### src/rtl/uart_pkg.sv
// Shared UART definitions: FSM state encoding, oversampling constants and a
// counter-width helper used by both the transmitter and the receiver.
package uart_pkg;

    typedef enum logic [1:0] {
        IDLE  = 2'd0,
        START = 2'd1,
        DATA  = 2'd2,
        STOP  = 2'd3
    } uart_state_t;

    localparam int OVERSAMPLE = 16;
    localparam int MID_TICK   = OVERSAMPLE / 2 - 1;

    // Bits needed to count 0..max_count-1, never narrower than min_width.
    function automatic int cnt_width(input int max_count, input int min_width);
        int w;
        w = $clog2(max_count);
        if (w > min_width) begin
            return w;
        end else begin
            return min_width;
        end
    endfunction

endpackage

### src/rtl/sync_2ff.sv
// Generic 1-bit two-stage synchronizer for asynchronous inputs, with a
// selectable reset value so idle-high lines come out of reset inactive.
module sync_2ff #(
    parameter logic RST_VAL = 1'b1
) (
    input  logic clk_i,
    input  logic reset_i,
    input  logic d_i,
    output logic q_o
);

    logic meta_q;
    logic sync_q;

    // Two flops in series; the first may go metastable, the second settles it.
    always_ff @(posedge clk_i) begin
        if (reset_i) begin
            meta_q <= RST_VAL;
            sync_q <= RST_VAL;
        end else begin
            meta_q <= d_i;
            sync_q <= meta_q;
        end
    end

    assign q_o = sync_q;

endmodule

### src/rtl/uart_rx.sv
// UART receiver using the shared 16x oversampling tick: mid-bit sampling,
// LSB-first data, one-cycle done pulse with a framing-error flag.
module uart_rx
    import uart_pkg::*;
#(
    parameter int DBIT    = 8,
    parameter int SB_TICK = 16
) (
    input  logic            clk,
    input  logic            reset,
    input  logic            s_tick,
    input  logic            rx,
    output logic [DBIT-1:0] dout,
    output logic            rx_done_tick,
    output logic            frame_err
);

    localparam int SW = cnt_width(SB_TICK, 4);
    localparam int NW = cnt_width(DBIT, 1);

    localparam logic [SW-1:0] S_MID  = SW'(MID_TICK);
    localparam logic [SW-1:0] S_BIT  = SW'(OVERSAMPLE - 1);
    localparam logic [SW-1:0] S_STOP = SW'(SB_TICK - 1);
    localparam logic [NW-1:0] N_LAST = NW'(DBIT - 1);

    logic            rx_s;
    uart_state_t     state_q, state_d;
    logic [SW-1:0]   s_q, s_d;
    logic [NW-1:0]   n_q, n_d;
    logic [DBIT-1:0] b_q, b_d;
    logic [DBIT-1:0] dout_q, dout_d;
    logic            done_q, done_d;
    logic            ferr_q, ferr_d;

    sync_2ff #(
        .RST_VAL (1'b1)
    ) u_sync (
        .clk_i   (clk),
        .reset_i (reset),
        .d_i     (rx),
        .q_o     (rx_s)
    );

    // State, counters, shift register and registered outputs.
    always_ff @(posedge clk) begin
        if (reset) begin
            state_q <= IDLE;
            s_q     <= {SW{1'b0}};
            n_q     <= {NW{1'b0}};
            b_q     <= {DBIT{1'b0}};
            dout_q  <= {DBIT{1'b0}};
            done_q  <= 1'b0;
            ferr_q  <= 1'b0;
        end else begin
            state_q <= state_d;
            s_q     <= s_d;
            n_q     <= n_d;
            b_q     <= b_d;
            dout_q  <= dout_d;
            done_q  <= done_d;
            ferr_q  <= ferr_d;
        end
    end

    // Next-state logic; only the idle-to-start step ignores s_tick.
    always_comb begin
        state_d = state_q;
        s_d     = s_q;
        n_d     = n_q;
        b_d     = b_q;
        dout_d  = dout_q;
        done_d  = 1'b0;
        ferr_d  = 1'b0;
        case (state_q)
            IDLE: begin
                if (!rx_s) begin
                    s_d     = {SW{1'b0}};
                    state_d = START;
                end else begin
                    state_d = IDLE;
                end
            end
            START: begin
                if (s_tick) begin
                    if (s_q == S_MID) begin
                        // A line back high at mid start bit was only a glitch.
                        if (!rx_s) begin
                            s_d     = {SW{1'b0}};
                            n_d     = {NW{1'b0}};
                            state_d = DATA;
                        end else begin
                            state_d = IDLE;
                        end
                    end else begin
                        s_d = s_q + SW'(1);
                    end
                end else begin
                    s_d = s_q;
                end
            end
            DATA: begin
                if (s_tick) begin
                    if (s_q == S_BIT) begin
                        s_d = {SW{1'b0}};
                        b_d = {rx_s, b_q[DBIT-1:1]};
                        if (n_q == N_LAST) begin
                            state_d = STOP;
                        end else begin
                            n_d = n_q + NW'(1);
                        end
                    end else begin
                        s_d = s_q + SW'(1);
                    end
                end else begin
                    s_d = s_q;
                end
            end
            STOP: begin
                if (s_tick) begin
                    if (s_q == S_STOP) begin
                        dout_d  = b_q;
                        done_d  = 1'b1;
                        ferr_d  = ~rx_s;
                        state_d = IDLE;
                    end else begin
                        s_d = s_q + SW'(1);
                    end
                end else begin
                    s_d = s_q;
                end
            end
            default: begin
                state_d = IDLE;
            end
        endcase
    end

    assign dout         = dout_q;
    assign rx_done_tick = done_q;
    assign frame_err    = ferr_q;

endmodule
### config.mk
export PLATFORM = sky130hd
export DESIGN_NAME = uart_rx
export DESIGN_NICKNAME = d
export VERILOG_FILES = /design/src/rtl/uart_pkg.sv /design/src/rtl/sync_2ff.sv /design/src/rtl/uart_rx.sv
export SDC_FILE = /design/constraint.sdc
export NUM_CORES = 1
export LEC_CHECK = 0
export CAP_MARGIN = 15
export CORE_ASPECT_RATIO = 1.75
export CORE_UTILIZATION = 40
export DETAILED_ROUTE_END_ITERATION = 12
export HOLD_SLACK_MARGIN = 0.15
export SLEW_MARGIN = 20
export SYNTH_ARGS = -nofsm -noshare
export SYNTH_HDL_FRONTEND = slang
export SYNTH_SLANG_ARGS = --single-unit
### constraint.sdc
create_clock -name clk -period 3 [get_ports clk]
set_input_delay 0.75 -clock clk [delete_from_list [all_inputs] [get_ports clk]]
set_output_delay 0.75 -clock clk [all_outputs]
set_load 0.05 [all_outputs]
==> impl_results.md, run 1 <==
- Area leader, netlist: dfxtp_1
- Root buf cell: clkbuf_8
- Synth cell types: 36
- Fmax: 441.6 MHz
- Setup-failing EPs final: 0
- DP HPWL: 1.681 mm
- Routability cong.: 0.8514
- CTS Buffer Depth: 2
- Diode count: 0
- CP Class: input pin to flop
- Design Power: 724.1 uW
- Status: finished clean
- Combinational share of power: 3.2%
- Sequential share of power: 54.2%
- Max-Cap Viols: 0
- Top-count cell post-synth: dfxtp_1
- DIE WIDTH: 44.62 um
- Gate Count Post-Synth: 131
- Hold-fix buffer count after cts: 0
- First-pass GRT wire length: 4.257 mm
- Core Footprint: 0.002960 mm^2
- Routed Antenna Nets: 0
- Hold depth: 1
- Drt drc: 0
- Fillers: 280
- Area Growth Syn to Fin: 20.08%
- Die area: 0.003416 mm^2
- R2R Path End: b_q[3]$_SDFFE_PP0P_
- Total clock sinks: 29
- IO Pins: 14
- Tightest Hold Check Type: flop to flop
- Largest net degree at the start of global routing: 25
- Post-Syn Area: 0.001271 mm^2
- CTS clk-pin slew, worst paths: 0.07 ns
- Skew-Pair Late Insertion Delay: 0.28 ns
- Fin nets: 153
- Via count: 985
- Top cell type's share of synthesized area: 45.67%
- Switching pwr: 166.0 uW
- Tmin final: 2.265 ns
- DR pass1 iterations: 4
- Reg2reg setup slack: 1.05 ns
- Number of global-route vias before repair: 978
- P_int: 558.1 uW
- Synth Warn #: 0
- Initial DRC count: 10
- GRT Util Overall: 16.81%
- Area of the multi-input gates: 646.9 um^2
- Crit path to: n_q[0]$_SDFFE_PP0P_
- Avg WL per Cell: 12.90 um
- Final-report hold violation count: 0
- Crit path from: s_tick
- Layout cell share with drive strength beyond 1: 13.61%
- Initial antenna violation count: 0
- Fin. max-slew vios: 0
- Type of origin of the critical path: input pin
- Die Span Y: 76.58 um
- Number of synthesized flops with an enable pin: 0
- Placement Setup Slack: 0.4640 ns
- Top post-synthesis cells by area: dfxtp_1 46%, mux2i_1 14%, nor2_1 6.8%, ha_1 3.0%, a221oi_1 2.1%
- Syn_nets: 138
- Register Area: 580.6 um^2
- Inserted Clock Buffers: 5
- Critical Path End Type: flop
- Worst-Margin Slew: 0.5855 ns
- RSZ-0062 raised after global routing: false
- Ys async rst share: 0%
- Total grt overflow: 0
- Static Leak: 0.5188 nW
- Starting Density: 42.94%
- Final Routed Wirelength: 2.438 mm
- Final worst slack: 0.7353 ns
- Synth Register Bits: 29
- Power per cell area: 474.3 mW/mm^2
- Rel. slew slack: 60.92%
- Top_reg_cell synth: dfxtp_1
- Worst EP arrival: 2.47 ns
- Resized cells post-CTS: 0
- CP required: 3.20 ns
- Switching Share: 22.93%
- Row Count: 26
- Setup Total Neg Slack: 0 ns
- Clock power frac: 42.6%
- Register area share after synthesis: 45.67%
- R2R depth: 4
- Post-CTS Setup Bufs: 0
- Drt via density: 5.212
- H-tree lvl count: 2
- Tcrit/Tclk final: 75.49%
- Synth cell count leaders: 29 x dfxtp_1, 23 x nor2_1, 18 x mux2i_1, 5 x nand3_1
- Worst-path fanout max: 7
- Fin Clk Skew: 0.006619 ns
- Mean Syn Cell Area: 9.704 um^2
- PortBufs: 13
- CTS tree: yes
- Max rail drop VDD: 0.2923 mV
-- stage by stage --
step | std cells | hold slack (ns) | area [um^2] | utilization [%]
final | 189 | 0.4208 | 1526 | 51.56
after global routing | 189 | 0.4456 | 1526 | 51.56
after CTS | 189 | 0.4224 | 1526 | 51.56
after detailed placement | 181 | 0.4029 | 1440 | 48.65
after global placement | 181 | 0.3955 | 1440 | 48.65
after floorplan | 131 | 0.3895 | 1271 | -
-- kinds of logic (layout without fill, tap and decap cells) --
kind of cell	after synthesis	in the layout	share of synthesized area [%]
fa+ha+maj	3	3	2.953
simple gates	56	56	25.40
buf+inv	11	27	3.443
compound gates	14	14	8.367
flops	29	29	45.67
mux	18	18	14.17
-- worst max-delay path, cell delays in order --
cell and delay, ns:
clkdlybuf4s50_1 0.60, nand3_1 0.20, o21bai_2 0.28, or4b_1 0.51
a21oi_1 0.14
-- state kept, by name, summed over array words and instances, names as in the netlist, named ones only --
name,flops
b_q,8
dout,8
s_q,4
n_q,3
frame_err,1
rx_done_tick,1
state_q,1
u_sync.meta_q,1
u_sync.q_o,1
-- how the worst min path moves through the flow --
stage,from,endpoint
finish,u_sync.meta_q$_SDFF_PP1_,u_sync.q_o$_SDFF_PP1_
global route,u_sync.meta_q$_SDFF_PP1_,u_sync.q_o$_SDFF_PP1_
detailed placement,u_sync.meta_q$_SDFF_PP1_,u_sync.q_o$_SDFF_PP1_
CTS,u_sync.meta_q$_SDFF_PP1_,u_sync.q_o$_SDFF_PP1_
global placement,u_sync.meta_q$_SDFF_PP1_,u_sync.q_o$_SDFF_PP1_
floorplan,u_sync.meta_q$_SDFF_PP1_,u_sync.q_o$_SDFF_PP1_
-- placed cells by master (no fill, tap or decap), types with 2 or more instances in the layout --
cell,netlist,layout
nor2_1,23,23
o22ai_1,3,3
nand2_1,4,4
ha_1,3,3
nand3_1,5,5
dfxtp_1,29,29
or2_2,3,3
o32ai_1,2,2
nand4_1,3,3
clkbuf_8,0,5
clkinv_2,0,2
a221oi_1,3,3
clkdlybuf4s50_1,0,13
inv_1,4,4
buf_4,0,2
nor3_1,3,3
mux2i_1,18,18
and3b_1,2,2
a21oi_1,2,2
-- routing by layer --
metal	up-vias	share of wire, %	track usage [%]
met5	-	0	0
met4	0	1.5	8.485
li1	496	-	-
met1	464	42	17.41
met2	20	53	28.53
met3	5	3.2	5.687
-- area by class of cell --
type / instances / area share, %
Multi-Input combinational cell: 91 / 42.38
Sequential cell: 29 / 38.03
Timing Repair Buffer: 15 / 9.508
Clock buffer: 5 / 4.508
Tap cell: 42 / 3.443
Clock inverter: 3 / 1.148
Inverter: 4 / 0.9836
-- power groups by stage --
stage | logic, mW | registers, mW | clock network [mW]
floorplan | 0.0159 | 0.399 | 0
global placement | 0.0228 | 0.401 | 0
detailed placement | 0.0232 | 0.401 | 0
CTS | 0.0233 | 0.393 | 0.321
global route | 0.0256 | 0.393 | 0.337
finish | 0.0231 | 0.393 | 0.308
Note: power is estimated with default switching activity, not from simulation.
==> inputs of run 2 (changes only) <==
clock period = 2 ns   (was 3 ns; I/O delays follow)
==> run 2 against run 1 <==
Compared with the run above:
- cell count rose by 5.8%
- largest power group unchanged
- largest cell class unchanged
- count of clock-buffer cells in the layout rose by 2
- non-clock buffer count rose by 12
==> impl_results.md, run 2 (same netlist as run 1, synthesis figures left out) <==
- Routed Antenna Nets: 0 (unchanged)
- Critical Path End Type: primary output (was flop)
- Resized cells post-CTS: 0 (unchanged)
- Sequential share of power: 53.2% (was 54.2%)
- Placement Setup Slack: -0.05218 ns (was 0.4640 ns)
- Fin nets: 165 (was 153)
- Placed instance area: 0.001553 mm^2 (was 0.001440 mm^2)
- Root buf cell: clkbuf_8 (unchanged)
- CP required: 1.50 ns (was 3.20 ns)
- H-tree lvl count: 2 (unchanged)
- Via count: 1022 (was 985)
- DP HPWL: 1.891 mm (was 1.681 mm)
- CTS clk-pin slew, worst paths: 0.06 ns (was 0.07 ns)
- Tcrit/Tclk final: 95.51%
- Tmin final: 1.910 ns
- Total grt overflow: 0 (unchanged)
- Max rail drop VDD: 0.5210 mV (was 0.2923 mV)
- Switching pwr: 225.5 uW (was 166.0 uW)
- Hold-fix buffer count after cts: 0 (unchanged)
- Worst-path cell with the longest stage delay: clkdlybuf4s50_1 (unchanged)
- RSZ-0062 raised after global routing: false (unchanged)
- Fillers: 268 (was 280)
- GRT Util Overall: 17.47% (was 16.81%)
- Max-Cap Viols: 0 (unchanged)
- Most frequent cells in the layout: 29 x dfxtp_1, 23 x nor2_1, 18 x mux2i_1 (unchanged)
- Final Routed Wirelength: 2.611 mm (was 2.438 mm)
- DIE WIDTH: 44.62 um (unchanged)
- Setup-failing EPs final: 0 (unchanged)
- Clock power frac: 42.5% (was 42.6%)
- Skew-Pair Late Insertion Delay: 0.27 ns (was 0.28 ns)
- Starting Density: 42.94% (unchanged)
- Routability cong.: 0.8694 (was 0.8514)
- Layout cell share with drive strength beyond 1: 19.62% (was 13.61%)
- Crit path buf inv count: 1 (unchanged)
- Rel. slew slack: 66.05% (was 60.92%)
- IO Pins: 14 (unchanged)
- Die area: 0.003416 mm^2 (unchanged)
- Type of origin of the critical path: flop (was input pin)
- Drt drc: 0 (unchanged)
- Final worst slack: 0.08980 ns (was 0.7353 ns)
- P_int: 878.1 uW (was 558.1 uW)
- Tightest Hold Check Type: flop to flop (unchanged)
- Fin. max-slew vios: 0 (unchanged)
- PortBufs: 13 (unchanged)
- Hold depth: 1 (unchanged)
- Power per cell area: 673.3 mW/mm^2 (was 474.3 mW/mm^2)
- Worst-path fanout max: 2 (was 7)
- Combinational share of power: 4.3% (was 3.2%)
- Switching Share: 20.43% (was 22.93%)
- CTS tree: yes (unchanged)
- Number of global-route vias before repair: 1029 (was 978)
- Inserted Clock Buffers: 5 (unchanged)
- Largest net degree at the start of global routing: 15 (was 25)
- Post-Layout Inst Area: 0.001639 mm^2 (was 0.001526 mm^2)
- Worst-Margin Slew: 0.5077 ns (was 0.5855 ns)
- Final-report hold violation count: 0 (unchanged)
- Hold WS: 0.4051 ns (was 0.4208 ns)
- Most common cell after layout, fill and taps aside: dfxtp_1 (unchanged)
- Fin Clk Skew: 0.005325 ns (was 0.006619 ns)
- Core Footprint: 0.002960 mm^2 (unchanged)
- Critical path's top delay family: buffers and inverters (was simple AND/OR/NAND/NOR gates)
- Diode count: 0 (unchanged)
- Avg WL per Cell: 13.06 um (was 12.90 um)
- Drt via density: 5.110 (was 5.212)
- Post-CTS Setup Bufs: 0 (unchanged)
- Die Span Y: 76.58 um (unchanged)
- Worst EP arrival: 1.41 ns (was 2.47 ns)
- Static Leak: 0.5833 nW (was 0.5188 nW)
- Status: finished clean (unchanged)
- Initial DRC count: 16 (was 10)
- R2R depth: 6 (was 4)
- Fmax: 523.5 MHz
- Area Growth Syn to Fin: 28.94% (was 20.08%)
- First-pass GRT wire length: 4.512 mm (was 4.257 mm)
- Row Count: 26 (unchanged)
- CP peak stage delay: 0.81 ns (was 0.60 ns)
- Crit path depth: 1 (was 5)
- DR pass1 iterations: 4 (unchanged)
- Total clock sinks: 29 (unchanged)
- Critical-path cell list: clkdlybuf4s50_1 (was clkdlybuf4s50_1, nand3_1, o21bai_2, or4b_1, a21oi_1)
- CTS Buffer Depth: 2 (unchanged)
- CP Class: flop to primary output (was input pin to flop)
- Initial antenna violation count: 0 (unchanged)
## run 2: changes by cell type in the layout (fill, tap and decap cells not counted)
cell	previous run	this run
buf_4	2	13
clkinvlp_4	1	0
clkbuf_8	5	6
clkbuf_1	0	1
clkinv_2	2	0
buf_12	0	2
clkdlybuf4s50_1	13	12
## run 2: per-layer routing
layer  vias to the layer above  track usage (%)  wire length, um
met2                        17            28.97             1341
li1                        516                -                -
met4                         0            8.788               61
met1                       482            19.23             1121
met5                         -                0                0
met3                         7            5.213               87
## run 2: layout make-up
| class | count | area (um^2) | share of cell area (%) |
|---|---|---|---|
| inverters | 4 | 15.01 | 0.9160 |
| repair buffers | 27 | 257.7 | 15.73 |
| well taps | 42 | 52.55 | 3.206 |
| flip-flops and latches | 29 | 580.6 | 35.42 |
| multi-input cells | 91 | 646.9 | 39.47 |
| clock buffers | 7 | 86.33 | 5.267 |
## run 2: final timing paths
| kind | slack [ns] | from | end |
|---|---|---|---|
| setup / recovery | 0.09 | dout[4]$_SDFFE_PP0P_ | dout[4] |
| hold / removal | 0.41 | u_sync.meta_q$_SDFF_PP1_ | u_sync.q_o$_SDFF_PP1_ |
| setup reg to reg | 0.19 | n_q[0]$_SDFFE_PP0P_ | n_q[0]$_SDFFE_PP0P_ |
| hold reg to reg | 0.41 | u_sync.meta_q$_SDFF_PP1_ | u_sync.q_o$_SDFF_PP1_ |
## run 2: power by group through the flow
stage	Clock [mW]	Combinational, mW	Sequential (mW)
after floorplan	0	0.0238	0.598
after global placement	0	0.0464	0.599
after detailed placement	0	0.0471	0.600
after CTS	0.484	0.0474	0.587
after global routing	0.508	0.0514	0.588
final	0.469	0.0469	0.587
## run 2: stage by stage
stage               TNS [ns]  std cells  util, %  power [mW]
floorplan                  0        131        -      0.6220
global placement    -0.03960        193    52.45      0.6457
detailed placement  -0.05218        193    52.45      0.6469
CTS                        0        200    55.37       1.118
global route               0        200    55.37       1.147
finish                     0        200    55.37       1.104
==> inputs of run 3 (changes only) <==
ABC_AREA = 1   (was unset)
GPL_ROUTABILITY_DRIVEN = 0   (was unset)
==> run 3 against run 2 <==
Compared with the run above:
- clock skew is 0.0010 ns lower
- sequential power hardly changed
- fmax is 0.53% lower
- critical path type unchanged
- non-clock buffer count is 11 lower
- clock power is 54% higher
- highest routed layer unchanged
- largest cell class unchanged
==> impl_results.md, run 3 <==
- Status: finished clean (unchanged)
- DIE WIDTH: 46.14 um (was 44.62 um)
- Starting Density: 42.50% (was 42.94%)
- Register area share after synthesis: 42.57% (was 45.67%)
- CTS Buffer Depth: 2 (unchanged)
- Post-Layout Inst Area: 0.001678 mm^2 (was 0.001639 mm^2)
- Area leader, netlist: dfxtp_1 (unchanged)
- Initial antenna violation count: 0 (unchanged)
- Rel. slew slack: 66.36% (was 66.05%)
- Ys async rst share: 0% (unchanged)
- Critical path's top delay family: buffers and inverters (unchanged)
- Max-Cap Viols: 0 (unchanged)
- Most frequent cells in the layout: 39 x nor2_1, 29 x dfxtp_1, 27 x nand2_1 (was 29 x dfxtp_1, 23 x nor2_1, 18 x mux2i_1)
- PortBufs: 13 (unchanged)
- Worst-path cell with the longest stage delay: clkdlybuf4s50_1 (unchanged)
- Post-route non-filler standard cell count: 249 (was 200)
- Layout cell share with drive strength beyond 1: 20.87% (was 19.62%)
- Fin nets: 212 (was 165)
- Max rail drop VDD: 0.6031 mV (was 0.5210 mV)
- Worst EP arrival: 1.42 ns (was 1.41 ns)
- Setup Total Neg Slack: 0 ns (unchanged)
- Top_reg_cell synth: dfxtp_1 (unchanged)
- RR Startpoint: n_q[0]$_SDFFE_PP0P_ (unchanged)
- Static Leak: 0.7743 nW (was 0.5833 nW)
- Fin. max-slew vios: 0 (unchanged)
- Top cell type's share of synthesized area: 42.57% (was 45.67%)
- Inserted Clock Buffers: 5 (unchanged)
- Critical Path End Type: primary output (unchanged)
- Die Span Y: 79.25 um (was 76.58 um)
- Worst-Margin Slew: 0.5030 ns (was 0.5077 ns)
- Reg2reg setup slack: 0.51 ns (was 0.19 ns)
- Gate Count Post-Synth: 185 (was 131)
- CP peak stage delay: 0.81 ns (about the same)
- Avg WL per Cell: 11.13 um (was 13.06 um)
- Tmin final: 1.920 ns (was 1.910 ns)
- Setup-failing EPs final: 0 (unchanged)
- Synth Warn #: 0 (unchanged)
- Synth Register Bits: 29 (unchanged)
- Power per cell area: 814.2 mW/mm^2 (was 673.3 mW/mm^2)
- First-pass GRT wire length: 4.836 mm (was 4.512 mm)
- Routed Antenna Nets: 0 (unchanged)
- Type of origin of the critical path: flop (unchanged)
- Resized cells post-CTS: 0 (unchanged)
- Total clock sinks: 29 (unchanged)
- GRT Util Overall: 18.08% (was 17.47%)
- H-tree lvl count: 2 (unchanged)
- Worst-path fanout max: 2 (unchanged)
- Initial DRC count: 13 (was 16)
- Tcrit/Tclk final: 96.02% (was 95.51%)
- Tightest Hold Check Type: flop to flop (unchanged)
- Number of global-route vias before repair: 1169 (was 1029)
- Post-Syn Area: 0.001364 mm^2 (was 0.001271 mm^2)
- Drt drc: 0 (unchanged)
- Final-report hold violation count: 0 (unchanged)
- CP Class: flop to primary output (unchanged)
- CTS clk-pin slew, worst paths: 0.07 ns (was 0.06 ns)
- Number of synthesized flops with an enable pin: 0 (unchanged)
- Top-count cell post-synth: nor2_1 (was dfxtp_1)
- Worst hold start: u_sync.meta_q$_SDFF_PP1_ (unchanged)
- Synth cell count leaders: 39 x nor2_1, 29 x dfxtp_1, 27 x nand2_1, 16 x o21ai_0, 15 x nand3_1 (was 29 x dfxtp_1, 23 x nor2_1, 18 x mux2i_1, 5 x nand3_1)
- Crit path from: dout[7]$_SDFFE_PP0P_ (was dout[4]$_SDFFE_PP0P_)
- Top post-synthesis cells by area: dfxtp_1 43%, nor2_1 11%, nand2_1 7.4%, o21ai_0 5.9%, nand3_1 5.5% (was dfxtp_1 46%, mux2i_1 14%, nor2_1 6.8%, ha_1 3.0%, a221oi_1 2.1%)
- Synth cell types: 25 (was 36)
- Hold WS: 0.4036 ns (was 0.4051 ns)
- Core Footprint: 0.003209 mm^2 (was 0.002960 mm^2)
- Post-CTS Setup Bufs: 0 (unchanged)
- DR pass1 iterations: 4 (unchanged)
- Crit path buf inv count: 1 (unchanged)
- Die area: 0.003656 mm^2 (was 0.003416 mm^2)
- Dpl cells: 241 (was 193)
- Hold-fix buffer count after cts: 0 (unchanged)
- Syn_nets: 192 (was 138)
- Drt via density: 4.779 (was 5.110)
- Skew-Pair Late Insertion Delay: 0.28 ns (was 0.27 ns)
- Diode count: 0 (unchanged)
- Via count: 1190 (was 1022)
- Final Routed Wirelength: 2.772 mm (was 2.611 mm)
- DP HPWL: 2.087 mm (was 1.891 mm)
- Fin Clk Skew: 0.004328 ns (was 0.005325 ns)
- Critical-path cell list: clkdlybuf4s50_1 (unchanged)
- Most common cell after layout, fill and taps aside: nor2_1 (was dfxtp_1)
- Area Growth Syn to Fin: 23.03% (was 28.94%)
- Layout Utilization: 52.28% (was 55.37%)
- CP required: 1.50 ns (about the same)
- RSZ-0062 raised after global routing: false (unchanged)
- Root buf cell: clkbuf_8 (unchanged)
- Mean Syn Cell Area: 7.372 um^2 (was 9.704 um^2)
- CTS tree: yes (unchanged)
- Largest net degree at the start of global routing: 25 (was 15)
- Placed instance area: 0.001544 mm^2 (was 0.001553 mm^2)
- Row Count: 27 (was 26)
- Fmax: 520.7 MHz (was 523.5 MHz)
- Total grt overflow: 0 (unchanged)
- IO Pins: 14 (unchanged)
==> run 3: worst paths after layout <==
kind / depth (start not counted) / to
hold / removal: 1 / u_sync.q_o$_SDFF_PP1_
setup reg to reg: 10 / n_q[1]$_SDFFE_PP0P_
setup / recovery: 1 / dout[7]
hold reg to reg: 1 / u_sync.q_o$_SDFF_PP1_
==> run 3: cells by family after synthesis <==
group / count (synthesis) / share of synthesized area, %
buffers and inverters: 20 / 6.147
flip-flops: 29 / 42.57
adder cells (fa/ha/maj): 3 / 2.753
AND/OR/NAND/NOR: 106 / 38.35
AO/OA/AOI/OAI: 27 / 10.18
==> run 3: layer usage <==
| metal | global-route usage, % | vias to the layer above | share of wire (%) |
|---|---|---|---|
| li1 | - | 631 | - |
| met1 | 18.12 | 545 | 41 |
| met2 | 33.38 | 9 | 55 |
| met3 | 4.091 | 5 | 2.1 |
| met4 | 7.059 | 0 | 1.9 |
| met5 | 0 | - | 0 |
==> run 3: power breakdown <==
group / internal, mW / switching, mW
Clock: 0.495 / 0.225
Combinational: 0.0226 / 0.0350
Sequential: 0.583 / 0.00610
Total: 1.10 / 0.266
==> run 3: final cells by class <==
type	instances	area, um^2
fillers	310	1531
multi-input cells	136	699.4
repair buffers	16	142.6
flip-flops and latches	29	580.6
clock inverters	3	65.06
inverters	17	67.56
well taps	43	53.80
clock buffers	5	68.82
==> run 3: metrics by stage <==
step | setup slack [ns] | total power [mW]
after floorplan | 0.6447 | 0.6412
after global placement | 0.2104 | 0.6584
after detailed placement | 0.2007 | 0.6597
after CTS | 0.07263 | 1.383
after global routing | 0.03523 | 1.416
final | 0.07964 | 1.366
